===== src/rtl/fetch_sequencer.sv =====
// Instruction-fetch sequencer: owns the PC, registers one fetched word per cycle into IF/ID,
// handles stall/redirect/halt. Optional return-address stack built when FETCH_RAS_EN is defined.
module fetch_sequencer #(
    parameter logic [15:0] RESET_PC  = 16'h0000,
    parameter logic [15:0] NOP_INSTR = 16'h0000,
    parameter int unsigned RAS_DEPTH = 4
) (
    input  logic        clk,
    input  logic        reset_n,
    input  logic        stall,
    input  logic        redirect_valid,
    input  logic [15:0] redirect_target,
    input  logic        halt,
    input  logic        resume,
    output logic [15:0] imem_addr,
    input  logic [15:0] imem_data,
    output logic [15:0] if_instr,
    output logic [15:0] if_pc,
    output logic [15:0] if_pc_plus1,
    output logic        if_valid,
    output logic        halted,
    input  logic        ras_push,
    input  logic [15:0] ras_push_addr,
    input  logic        ras_pop,
    output logic [15:0] ras_top,
    output logic        ras_empty,
    output logic        ras_underflow
);

    typedef enum logic [1:0] {
        BOOT = 2'd0,
        RUN  = 2'd1,
        HALT = 2'd2
    } state_t;

    state_t      state, state_nxt;
    logic [15:0] pc, pc_nxt;
    logic [15:0] instr_nxt, if_pc_nxt, if_pc_plus1_nxt;
    logic        valid_nxt;
    logic [15:0] pc_inc;

    assign pc_inc    = pc + 16'd1;
    assign imem_addr = pc;
    assign halted    = (state == HALT);

    always_ff @(posedge clk or negedge reset_n) begin
        if (!reset_n) begin
            state       <= BOOT;
            pc          <= RESET_PC;
            if_instr    <= NOP_INSTR;
            if_pc       <= 16'h0000;
            if_pc_plus1 <= 16'h0000;
            if_valid    <= 1'b0;
        end else begin
            state       <= state_nxt;
            pc          <= pc_nxt;
            if_instr    <= instr_nxt;
            if_pc       <= if_pc_nxt;
            if_pc_plus1 <= if_pc_plus1_nxt;
            if_valid    <= valid_nxt;
        end
    end

    always_comb begin
        state_nxt       = state;
        pc_nxt          = pc;
        instr_nxt       = if_instr;
        if_pc_nxt       = if_pc;
        if_pc_plus1_nxt = if_pc_plus1;
        valid_nxt       = if_valid;
        case (state)
            BOOT: begin
                // First edge out of reset fetches the word at RESET_PC unconditionally.
                state_nxt       = RUN;
                instr_nxt       = imem_data;
                if_pc_nxt       = pc;
                if_pc_plus1_nxt = pc_inc;
                valid_nxt       = 1'b1;
                pc_nxt          = pc_inc;
            end
            RUN: begin
                if (redirect_valid) begin
                    // Wrong-path word in flight is dropped: one bubble, target fetched next edge.
                    pc_nxt    = redirect_target;
                    instr_nxt = NOP_INSTR;
                    valid_nxt = 1'b0;
                end else if (stall) begin
                    pc_nxt = pc;
                end else if (halt) begin
                    instr_nxt = NOP_INSTR;
                    valid_nxt = 1'b0;
                    state_nxt = HALT;
                end else begin
                    instr_nxt       = imem_data;
                    if_pc_nxt       = pc;
                    if_pc_plus1_nxt = pc_inc;
                    valid_nxt       = 1'b1;
                    pc_nxt          = pc_inc;
                end
            end
            HALT: begin
                instr_nxt = NOP_INSTR;
                valid_nxt = 1'b0;
                if (redirect_valid) pc_nxt = redirect_target;
                // Resume only re-enters RUN; the held PC is fetched on the following edge.
                if (resume) state_nxt = RUN;
            end
            default: begin
                state_nxt = BOOT;
                pc_nxt    = RESET_PC;
                instr_nxt = NOP_INSTR;
                valid_nxt = 1'b0;
            end
        endcase
    end

`ifdef FETCH_RAS_EN
    localparam int PW = (RAS_DEPTH > 1) ? $clog2(RAS_DEPTH) : 1;
    localparam logic [PW:0] RAS_FULL = (PW + 1)'(RAS_DEPTH);

    logic [15:0]   ras_mem [RAS_DEPTH];
    logic [PW-1:0] ras_ptr;
    logic [PW:0]   ras_cnt;
    logic          ras_uf;
    logic [PW-1:0] wr_idx;
    logic          wr_en;

    // Push+pop rewrites the current top in place; a lone push advances first.
    assign wr_idx = (ras_push && ras_pop) ? ras_ptr : ras_ptr + PW'(1);
    assign wr_en  = ras_push;

    always_ff @(posedge clk) begin
        if (wr_en) ras_mem[wr_idx] <= ras_push_addr;
    end

    always_ff @(posedge clk or negedge reset_n) begin
        if (!reset_n) begin
            ras_ptr <= '0;
            ras_cnt <= '0;
            ras_uf  <= 1'b0;
        end else begin
            case ({ras_push, ras_pop})
                2'b10: begin
                    // Circular storage: when full the new entry lands on the oldest slot.
                    ras_ptr <= ras_ptr + PW'(1);
                    if (ras_cnt != RAS_FULL) ras_cnt <= ras_cnt + (PW + 1)'(1);
                end
                2'b01: begin
                    if (ras_cnt == '0) begin
                        ras_uf <= 1'b1;
                    end else begin
                        ras_ptr <= ras_ptr - PW'(1);
                        ras_cnt <= ras_cnt - (PW + 1)'(1);
                    end
                end
                default: ras_cnt <= ras_cnt;
            endcase
        end
    end

    assign ras_empty     = (ras_cnt == '0);
    assign ras_top       = ras_empty ? 16'h0000 : ras_mem[ras_ptr];
    assign ras_underflow = ras_uf;
`else
    logic unused_ras;
    assign unused_ras    = ^{ras_push, ras_pop, ras_push_addr} ^ (RAS_DEPTH == 0);
    assign ras_top       = 16'h0000;
    assign ras_empty     = 1'b1;
    assign ras_underflow = 1'b0;
`endif

endmodule


===== config.mk =====
export PLATFORM = sky130hd
export DESIGN_NAME = fetch_sequencer
export DESIGN_NICKNAME = d
export VERILOG_FILES = /design/src/rtl/fetch_sequencer.sv
export SDC_FILE = /design/constraint.sdc
export NUM_CORES = 1
export LEC_CHECK = 0
export BUFFER_PORTS_ARGS = -buffer_cell sky130_fd_sc_hd__buf_2
export CORE_ASPECT_RATIO = 1.25
export CORE_MARGIN = 5
export CORE_UTILIZATION = 25
export DETAILED_ROUTE_END_ITERATION = 12
export SLEW_MARGIN = 20
export SYNTH_ARGS = -nofsm -noshare
export SYNTH_HDL_FRONTEND = slang
export SYNTH_SLANG_ARGS = --single-unit

===== constraint.sdc =====
create_clock -name clk -period 2.93 [get_ports clk]
set_input_delay 0.586 -clock clk [delete_from_list [all_inputs] [get_ports clk]]
set_output_delay 0.586 -clock clk [all_outputs]
set_load 0.01 [all_outputs]

==> key figures, run 1 <==
Status
  – Status: finished, final reports clean

Yosys
  – Register area share after synthesis: 50.8%
  – Top_reg_cell synth: dfrtp_1
  – Mapped cell area: 3300 µm²
  – Mean post-synth cell area: 9.62 µm²
  – Cell variety after synth: 50
  – EDFF count, synth: 0
  – Async SR Flop Fraction: 100%
  – Yosys warnings: 0
  – Gate Count Post-Synth: 343
  – Synth Register Bits: 67

Setup path
  – Worst EP arrival: between 2000 and 2500 ps
  – Worst Path Max Fanout: 12
  – Crit path to: imem_addr[15]
  – Worst Setup SP: imem_addr[2]
  – Worst r2r src: imem_addr[2]
  – R2r endpoint: imem_addr[15]
  – WS Path Type: reg2reg
  – Kind of cell adding the most delay to the critical path: simple AND/OR/NAND/NOR gates
  – Worst Path Buf+Inv: 0
  – Crit path capture type: flop
  – Worst path required time: 3120 ps
  – Worst-case reg-to-reg path depth: 5
  – Reg-to-reg setup timing slack: 900 ps
  – Worst path depth: 5
  – Setup crit start kind: flop
  – CP max stage cell: dfrtp_1
  – Worst path cell trace: nand3_2 -> nor3_4 -> nand4_1 -> xor2_1 -> o221ai_2
  – Max incr delay on CP: 620 ps

Pwr
  – Power per Cell Area: 846 nW/µm²
  – Static leakage: 0.00207 µW
  – Worst VDD drop: 0.239 mV

Timing
  – Final setup vio count: 0
  – Slew @ Worst Pin: roughly 900 ps
  – Fin crit period: 2030 ps
  – Achievable frequency: ~0.49 GHz
  – Max-slew violations: 0
  – Setup tns final: 0 ps
  – Post-Route Skew: 6.34 ps
  – RSZ-0062 raised after global routing: no
  – Min Hold Slack: 374 ps
  – Tcrit/Tclk final: between 60% and 70%
  – Final Hold Vio Count: 0
  – Max-slew headroom: 39.7%
  – PnR worst setup slack: 901 ps

Clock tree
  – Clk slew on worst S/H paths: roughly 60 ps
  – Hold Buf Count CTS: 0
  – Root Driver: clkbuf_16
  – Clock sink count: 67
  – Post-CTS Setup Bufs: 0
  – CTS tree: built
  – Post-CTS sizing: 0
  – CTS buffer count: 9
  – H-tree levels: 3
  – Clk buf depth: 2
  – Clock latency on the worst-skew pair: 330 ps

Finish
  – Most frequent cells in the layout: 102 x buf_2, 78 x nand2_1, 67 x dfrtp_1, 27 x o21ai_1, 18 x conb_1
  – Layout cells sized above 1: between 30% and 40%
  – Layout area overhead: 26.3%
  – Commonest non-fill, non-tap cell in the layout: buf_2
  – FF/Latch Area: 1680 µm²
  – Area of the multi-input gates: approximately 1400 µm²
  – Antenna cells: 0
  – Fillers: 1,399
  – Layout Cells excl Fill: around 620
  – Final net count: 497
  – Post-Layout Inst Area: 4170 µm²

Place
  – Final GP Congestion: 0.745
  – Post-place setup slack: 656 ps
  – Area after detailed placement: 3890 µm²
  – PortBufs: 103
  – Detail Placement HPWL: 6820 µm
  – Total placed cells including tap cells: 599

Detailed routing
  – Wire per inst: 15.5 µm
  – DR pass1 iterations: 4
  – Post-DRT Antenna Nets: 0
  – DR vias: roughly 2,800
  – Total wire length: about 9600 µm
  – Starting DRT DRC Count: 185
  – Drt drc: 0
  – Mean number of vias per cell: 4.49

GRT
  – Largest net degree at the start of global routing: 68
  – Initial antenna violation count: 0
  – GR Layer Usage met2: 21.7%
  – Tot GR Track Use: about 13%
  – GR Util met3: 3.85%
  – Met1 usage: roughly 15%
  – Global route overflow: 0
  – First-pass GRT wire length: 15,600 µm
  – Most Used Layer, Global Route: met2
  – Vias in the first global route: 2,909

Die
  – # rows: 47
  – Initial core utilization: 25.2%
  – Ports: 140
  – Die area: 15,600 µm²
  – Core box area: 13,100 µm²
  – Chip width: 113 µm
  – Die H: 138 µm

Worst hold path
  – HP Class: in2async

Run
  – # Max-Cap Violations: 0
[metal layers]
layer	part of all wire (%)	up-vias
met4	0.95	0
met3	7.0	9
met1	42	1327
met5	0	-
met2	50	89
li1	-	1337
[worst min-delay path by stage]
| stage | start | to | slack, ps |
|---|---|---|---|
| finish | reset_n | if_pc_plus1[8] | 370 |
| global route | imem_data[5] | if_instr[5] | 470 |
| CTS | reset_n | if_pc[9] | 420 |
| detailed placement | if_pc[5] | if_pc[5] | 460 |
| global placement | if_pc_plus1[11] | if_pc_plus1[11] | 460 |
| floorplan | reset_n | if_instr[0] | 290 |
[cells by family after synthesis]
family                   Yosys count  synth area share, %
AND/OR/NAND/NOR                  130                 19.1
AO/OA/AOI/OAI                     81                 16.5
flip-flops                        67                 50.8
buffers and inverters             45                 8.27
XOR/XNOR                          14                 3.72
adder cells (fa/ha/maj)            2                0.758
other                              2                0.228
multiplexers                       2                0.645
[cell type report]
type	count	area share, %
clock buffers	11	6.07
clock inverters	5	0.661
inverters	4	0.360
multi-input cells	247	33.8
flip-flops and latches	67	40.2
well taps	171	5.14
repair buffers	110	13.7
[report_power, final]
group,switching (µW),leakage (µW),internal (µW)
clock,407,0.000141,612
sequential,276,0.000854,1180
combinational,609,0.00108,435
[state kept, by name (all words and copies together), names as in the netlist]
signal	flops
if_pc	16
state	2
if_valid	1
if_pc_plus1	16
if_instr	16
imem_addr	16
[metrics by stage]
step	utilization [%]	power (µW)
CTS	31.8	3590
finish	31.8	3520
detailed placement	29.6	2550
global placement	29.6	2520
global route	31.8	3770
floorplan	-	2060
[worst reg2reg max path, stage by stage (launching register included)]
cell and delay [ps]:
dfrtp_1 620, nand3_2 330, nor3_4 370, nand4_1 180, xor2_1 250, o221ai_2 130
[cell usage after synthesis (6+ instances only)]
master,n,share of area [%]
o21ai_1,27,4.1
nor2_1,14,1.6
buf_2,11,1.7
a21oi_1,7,1.1
xnor2_1,9,2.4
o21ai_0,10,1.5
a22o_1,16,4.2
nand2_1,78,8.9
dfrtp_1,67,51
buf_4,22,5.0
clkbuf_1,7,0.80
nor3_1,6,0.91
Note: power is estimated with default switching activity, not from simulation.
==> run 2, diff against run 1 <==
==> constraint.sdc (replaced) <==
create_clock -name clk -period 1.8 [get_ports clk]
set_input_delay 0.36 -clock clk [delete_from_list [all_inputs] [get_ports clk]]
set_output_delay 0.36 -clock clk [all_outputs]
set_load 0.01 [all_outputs]
==> run 2 against run 1 <==
Clock power rose by 56%. Flip-flop and latch count unchanged. First-iteration DRC count fell by 35%. Utilization is 1.5 points higher. Clock skew rose by 0.82 ps. Die area is the same. Routed wire length shrank 1.0%. Highest routed layer unchanged. Power increased by 66%.
==> key figures, run 2 (synthesis results as in run 1) <==
Finish
  – Commonest non-fill, non-tap cell in the layout: buf_2
  – Antenna cells: 0
  – Layout Cells excl Fill: 633
  – Layout cells sized above 1: 34.4%
  – Final net count: 517
  – Most frequent cells in the layout: 102 x buf_2, 78 x nand2_1, 66 x dfrtp_1, 27 x o21ai_1, 22 x buf_4
  – Layout area overhead: 32.2%
  – Post-layout util: 33.3%

Pwr
  – Power per Cell Area: 1340 nW/µm²
  – Static leakage: 0.00218 µW
  – Worst VDD drop: 0.486 mV

Clock tree
  – Root Driver: clkbuf_16
  – Clock latency on the worst-skew pair: 330 ps
  – Clk slew on worst S/H paths: approximately 60 ps
  – H-tree levels: 3
  – CTS buffer count: 9
  – Clk buf depth: 2
  – CTS tree: built
  – Clock sink count: 67

Place
  – Total placed cells including tap cells: 618
  – Post-place setup slack: 64.5 ps
  – PortBufs: 103
  – Final GP Congestion: 0.802
  – Detail Placement HPWL: 7150 µm

Timing
  – Achievable frequency: ~0.6 GHz
  – Final setup vio count: 0
  – Fin crit period: between 1500 and 2000 ps
  – Final Hold Vio Count: 0
  – Setup tns final: 0 ps
  – Tcrit/Tclk final: 94.4%
  – RSZ-0062 raised after global routing: no
  – PnR worst setup slack: around 100 ps
  – Max-slew violations: 0
  – Post-Route Skew: 7.17 ps

Worst hold path
  – HP Class: in2reg
  – Hold wc startpoint: imem_data[4]

Setup path
  – Worst r2r src: state[0]
  – Worst path required time: about 1400 ps
  – Worst path cell trace: buf_4 -> nor2b_1 -> buf_2
  – CP max stage cell: dfrtp_2
  – Kind of cell adding the most delay to the critical path: flip-flops
  – Worst EP arrival: 1340 ps
  – Setup crit start kind: flop
  – Crit path capture type: primary output
  – Worst Setup SP: state[0]
  – Max incr delay on CP: 470 ps
  – Worst Path Max Fanout: 9
  – Worst Path Buf+Inv: 2
  – WS Path Type: reg2out

Die
  – Initial core utilization: 25.2%
  – Die area: between 15,000 and 20,000 µm²
  – # rows: 47
  – Core box area: 13,100 µm²
  – Ports: 140
  – Chip width: 113 µm
  – Die H: 138 µm

GRT
  – First-pass GRT wire length: 15,600 µm
  – Vias in the first global route: 2,954
  – Global route overflow: 0
  – Tot GR Track Use: 12.5%
  – Largest net degree at the start of global routing: 36
  – Initial antenna violation count: 0

Detailed routing
  – DR vias: 2,784
  – Total wire length: between 9000 and 10,000 µm
  – Post-DRT Antenna Nets: 0
  – Drt drc: 0
  – Mean number of vias per cell: 4.40
  – DR pass1 iterations: 4
  – Starting DRT DRC Count: roughly 120
  – Wire per inst: 14.9 µm

Status
  – Status: finished, final reports clean

Run
  – # Max-Cap Violations: 0
run 2: power breakdown:
part	switching [µW]	total (µW)	internal, µW
Sequential	335	2270	1930
Clock	604	1590	983
Combinational	1130	1980	851
run 2: layout make-up:
type | instances | area, µm²
multi-input combinational | 247 | 1410
tap | 171 | 214
inverter | 4 | 15.0
clock buffer | 11 | 253
clock inverter | 3 | 15.0
sequential | 67 | 1680
timing repair buffer | 130 | 777
fill | 1378 | 8750
run 2: stage by stage:
| step | total power, µW | hold slack, ps | instance area, µm² |
|---|---|---|---|
| after floorplan | 3360 | 64.4 | 3360 |
| after global placement | 4270 | 341 | 4080 |
| after detailed placement | 4310 | 344 | 4080 |
| after CTS | 5950 | 233 | 4360 |
| after global routing | 6240 | 245 | 4360 |
| final | 5840 | 252 | 4360 |
run 2: final timing paths:
| kind | cells past startpoint | end | slack, ps |
|---|---|---|---|
| worst max-delay path | 3 | halted | 100 |
| worst min-delay path | 2 | if_instr[4] | 250 |
| worst max register to register | 5 | if_pc_plus1[6] | 170 |
| worst min register to register | 2 | if_pc[10] | 460 |
| max in group asynchronous | 3 | if_pc[13] | 700 |
| min in group asynchronous | 2 | if_pc_plus1[8] | 550 |
run 2: worst register-to-register path: stages, from the launching register on:
cell and delay (ps):
dfrtp_2 470, a21o_1 250, or2_2 410, buf_4 240
nand2_1 80, o21ai_1 60
run 2: layer usage:
layer  part of all wire, %  wire [µm]  up-vias  track usage [%]
li1                      -          -     1369                -
met1                    42       3980     1327             14.9
met2                    51       4780       84             21.7
met3                   6.6        628        4             3.54
met4                  0.61         58        0             3.61
met5                     0          0        -                0
run 2: repair_timing:
action,4_1_cts,5_1_grt
setup endpoints to repair,0,14
hold buffers,1,0
gates resized for setup,0,2
setup buffers,0,0
hold endpoints to repair,23,0
==> run 3, diff against run 2 <==
--- a/config.mk
+++ b/config.mk
@@ -5,6 +5,7 @@
 export SDC_FILE = /design/constraint.sdc
 export NUM_CORES = 1
 export LEC_CHECK = 0
+export ABC_AREA = 1
 export BUFFER_PORTS_ARGS = -buffer_cell sky130_fd_sc_hd__buf_2
 export CORE_ASPECT_RATIO = 1.25
 export CORE_MARGIN = 5
==> constraint.sdc (replaced) <==
create_clock -name clk -period 1.8 [get_ports clk]
set_input_delay 0.36 -clock clk [delete_from_list [all_inputs] [get_ports clk]]
set_output_delay 0.36 -clock clk [all_outputs]
set_load 0.005 [all_outputs]
==> run 3 against run 2 <==
Sequential share of layout area grew 0.45 points. Largest cell class unchanged. Clock-buffer cell count up 1. Clock skew increased by 1.1 ps. Synthesized cell count grew 22%. Via count increased by 8.5%. Worst setup slack better by 82 ps. Global-route usage up 0.20 points.
==> key figures, run 3 <==
GRT
  – Global route overflow: 0
  – Largest net degree at the start of global routing: 68
  – Initial antenna violation count: 0
  – Vias in the first global route: 3,203
  – First-pass GRT wire length: 15,900 µm
  – Tot GR Track Use: 12.7%

Place
  – Post-place setup slack: 188 ps
  – Final GP Congestion: slightly above 0.8
  – PortBufs: 103
  – Detail Placement HPWL: 7510 µm

Detailed routing
  – Starting DRT DRC Count: 193
  – Wire per inst: approximately 14 µm
  – Drt drc: 0
  – DR pass1 iterations: 5
  – Post-DRT Antenna Nets: 0
  – DR vias: slightly above 3,000
  – Mean number of vias per cell: 4.28
  – Total wire length: 9690 µm

Yosys
  – Register area share after synthesis: 50.8%
  – Cell variety after synth: 24
  – Mapped cell area: roughly 3300 µm²
  – Synth Register Bits: 67
  – Count leader, synth: nand2_1
  – Yosys top cell by area: dfrtp_1
  – Top cell type's share of synthesized area: 50.8%
  – Gate Count Post-Synth: 420
  – EDFF count, synth: 0
  – Top_reg_cell synth: dfrtp_1
  – Yosys warnings: 0
  – Async SR Flop Fraction: between 90% and 100%
  – Mean post-synth cell area: around 7.9 µm²
  – Synth top area cells: dfrtp_1 51%, nand2_1 18%, o21ai_0 5.0%
  – Synth top cells by count: 159 x nand2_1, 67 x dfrtp_1, 43 x inv_1

Setup path
  – Worst Path Buf+Inv: 1
  – Kind of cell adding the most delay to the critical path: flip-flops
  – Worst-case reg-to-reg path depth: 8
  – Crit-path most repeated cell: nand2_1
  – Setup crit start kind: flop
  – Worst Setup SP: imem_addr[1]
  – WS Path Type: reg2reg
  – Crit path to: imem_addr[8]
  – Max incr delay on CP: 480 ps
  – Reg-to-reg setup timing slack: around 180 ps
  – CP max stage cell: dfrtp_1
  – Worst path required time: 2020 ps
  – Worst EP arrival: 1840 ps
  – R2r endpoint: imem_addr[8]
  – Worst path cell trace: ha_1 -> inv_1 -> nor2_1 -> nand2_1 -> xor2_1 -> o21bai_1 -> nand2_1 -> nand2_1
  – Worst r2r src: imem_addr[1]
  – Worst Path Max Fanout: 7
  – Worst path depth: 8
  – Crit path capture type: flop

Clock tree
  – Clk buf depth: 2
  – Post-CTS sizing: 0
  – Clock latency on the worst-skew pair: 330 ps
  – Root Driver: clkbuf_16
  – Clk slew on worst S/H paths: 60 ps
  – Hold Buf Count CTS: 0
  – CTS buffer count: 9
  – Clock sink count: 67
  – CTS tree: built
  – Post-CTS Setup Bufs: 0
  – H-tree levels: 3

Timing
  – Final setup vio count: 0
  – Final Hold Vio Count: 0
  – Max-slew violations: 0
  – Setup tns final: 0 ps
  – RSZ-0062 raised after global routing: no
  – Post-Route Skew: 8.29 ps
  – Min Hold Slack: 38.5 ps
  – PnR worst setup slack: 182 ps
  – Fin crit period: 1620 ps
  – Achievable frequency: 0.618 GHz
  – Tcrit/Tclk final: roughly nine tenths

Die
  – Ports: 140
  – # rows: 47
  – Core box area: approximately 13,000 µm²
  – Die H: 138 µm
  – Initial core utilization: 25.2%
  – Die area: roughly 16,000 µm²
  – Chip width: ~110 µm

Finish
  – Post-layout util: 32.8%
  – Most frequent cells in the layout: 159 x nand2_1, 103 x buf_2, 67 x dfrtp_1, 43 x inv_1, 33 x o21ai_0
  – Commonest non-fill, non-tap cell in the layout: nand2_1
  – Antenna cells: 0
  – Layout cells sized above 1: 26.4%
  – Final net count: 590
  – Layout area overhead: 30.5%

Pwr
  – Pint: 3730 µW
  – Power per Cell Area: 1290 nW/µm²
  – Power share of the clock group: 32.1%
  – Switch share: 33.0%
  – Static leakage: approximately 0.0023 µW
  – Switching pwr: 1830 µW
  – Logic pwr share: a little over a quarter
  – Sequential power share: 41.0%
  – Worst VDD drop: 0.500 mV

Worst hold path
  – HP Class: in2async

Status
  – Status: finished, final reports clean

Run
  – # Max-Cap Violations: 0
==> run 3: cell types whose count changed in the layout (fill, tap and decap cells not counted), sizes merged, moves of 4 or more <==
cell   previous run  this run
a21oi             8         2
nand3             5        23
nand2            78       159
nor3              7         0
nor2b             4         0
buf             129       115
o21ai            38        51
inv               4        47
a22o             16         0
nor2             16        23
nor4              4         0
xnor2             9         0
==> run 3: logic make-up (layout without fill, tap and decap cells) <==
group | count (synthesis) | after routing | synth area share, %
simple gates | 208 | 208 | 25.4
buf+inv | 77 | 176 | 11.4
flops | 67 | 67 | 50.8
compound gates | 59 | 59 | 10.0
xor+xnor | 5 | 5 | 1.33
fa+ha+maj | 2 | 2 | 0.758
other cells | 2 | 18 | 0.228
==> run 3: area by class of cell <==
cell class	count	area, µm²
Tap cell	171	214
Sequential cell	67	1680
Clock buffer	12	267
Clock inverter	2	35.0
Fill cell	1369	8810
Multi-Input combinational cell	292	1310
Inverter	47	176
Timing Repair Buffer	115	631
==> run 3: worst min-delay path by stage <==
stage / start / end / slack [ps]
2_1_floorplan: reset_n / if_instr[0] / 60
3_3_place_gp: reset_n / if_pc_plus1[13] / 410
3_5_place_dp: reset_n / if_instr[3] / 410
4_1_cts: reset_n / if_instr[4] / 60
5_1_grt: reset_n / if_pc_plus1[15] / 80
6_report: reset_n / imem_addr[13] / 40
==> run 3: per-stage QoR <==
step           total power, µW  cells  instance area, µm²
4_1_cts                   5650    706                4310
6_report                  5560    706                4310
2_1_floorplan             3020    436                3360
3_5_place_dp              3840    692                4010
3_3_place_gp              3790    692                4010
5_1_grt                   5970    706                4310
==> run 3: metal layers <==
layer / up-vias / share of wire (%) / track usage, % / routed length, µm
li1: 1500 / - / - / -
met1: 1376 / 41 / 14.4 / 4010
met2: 120 / 49 / 21.4 / 4750
met3: 25 / 6.7 / 3.89 / 651
met4: 0 / 2.9 / 6.20 / 278
met5: - / 0 / 0 / 0
==> run 3: power groups by stage <==
stage | sequential (µW) | clock [µW] | combinational, µW
finish | 2280 | 1780 | 1500
global route | 2350 | 1900 | 1720
CTS | 2280 | 1830 | 1540
detailed placement | 2300 | 0 | 1540
global placement | 2280 | 0 | 1500
floorplan | 2280 | 0 | 733
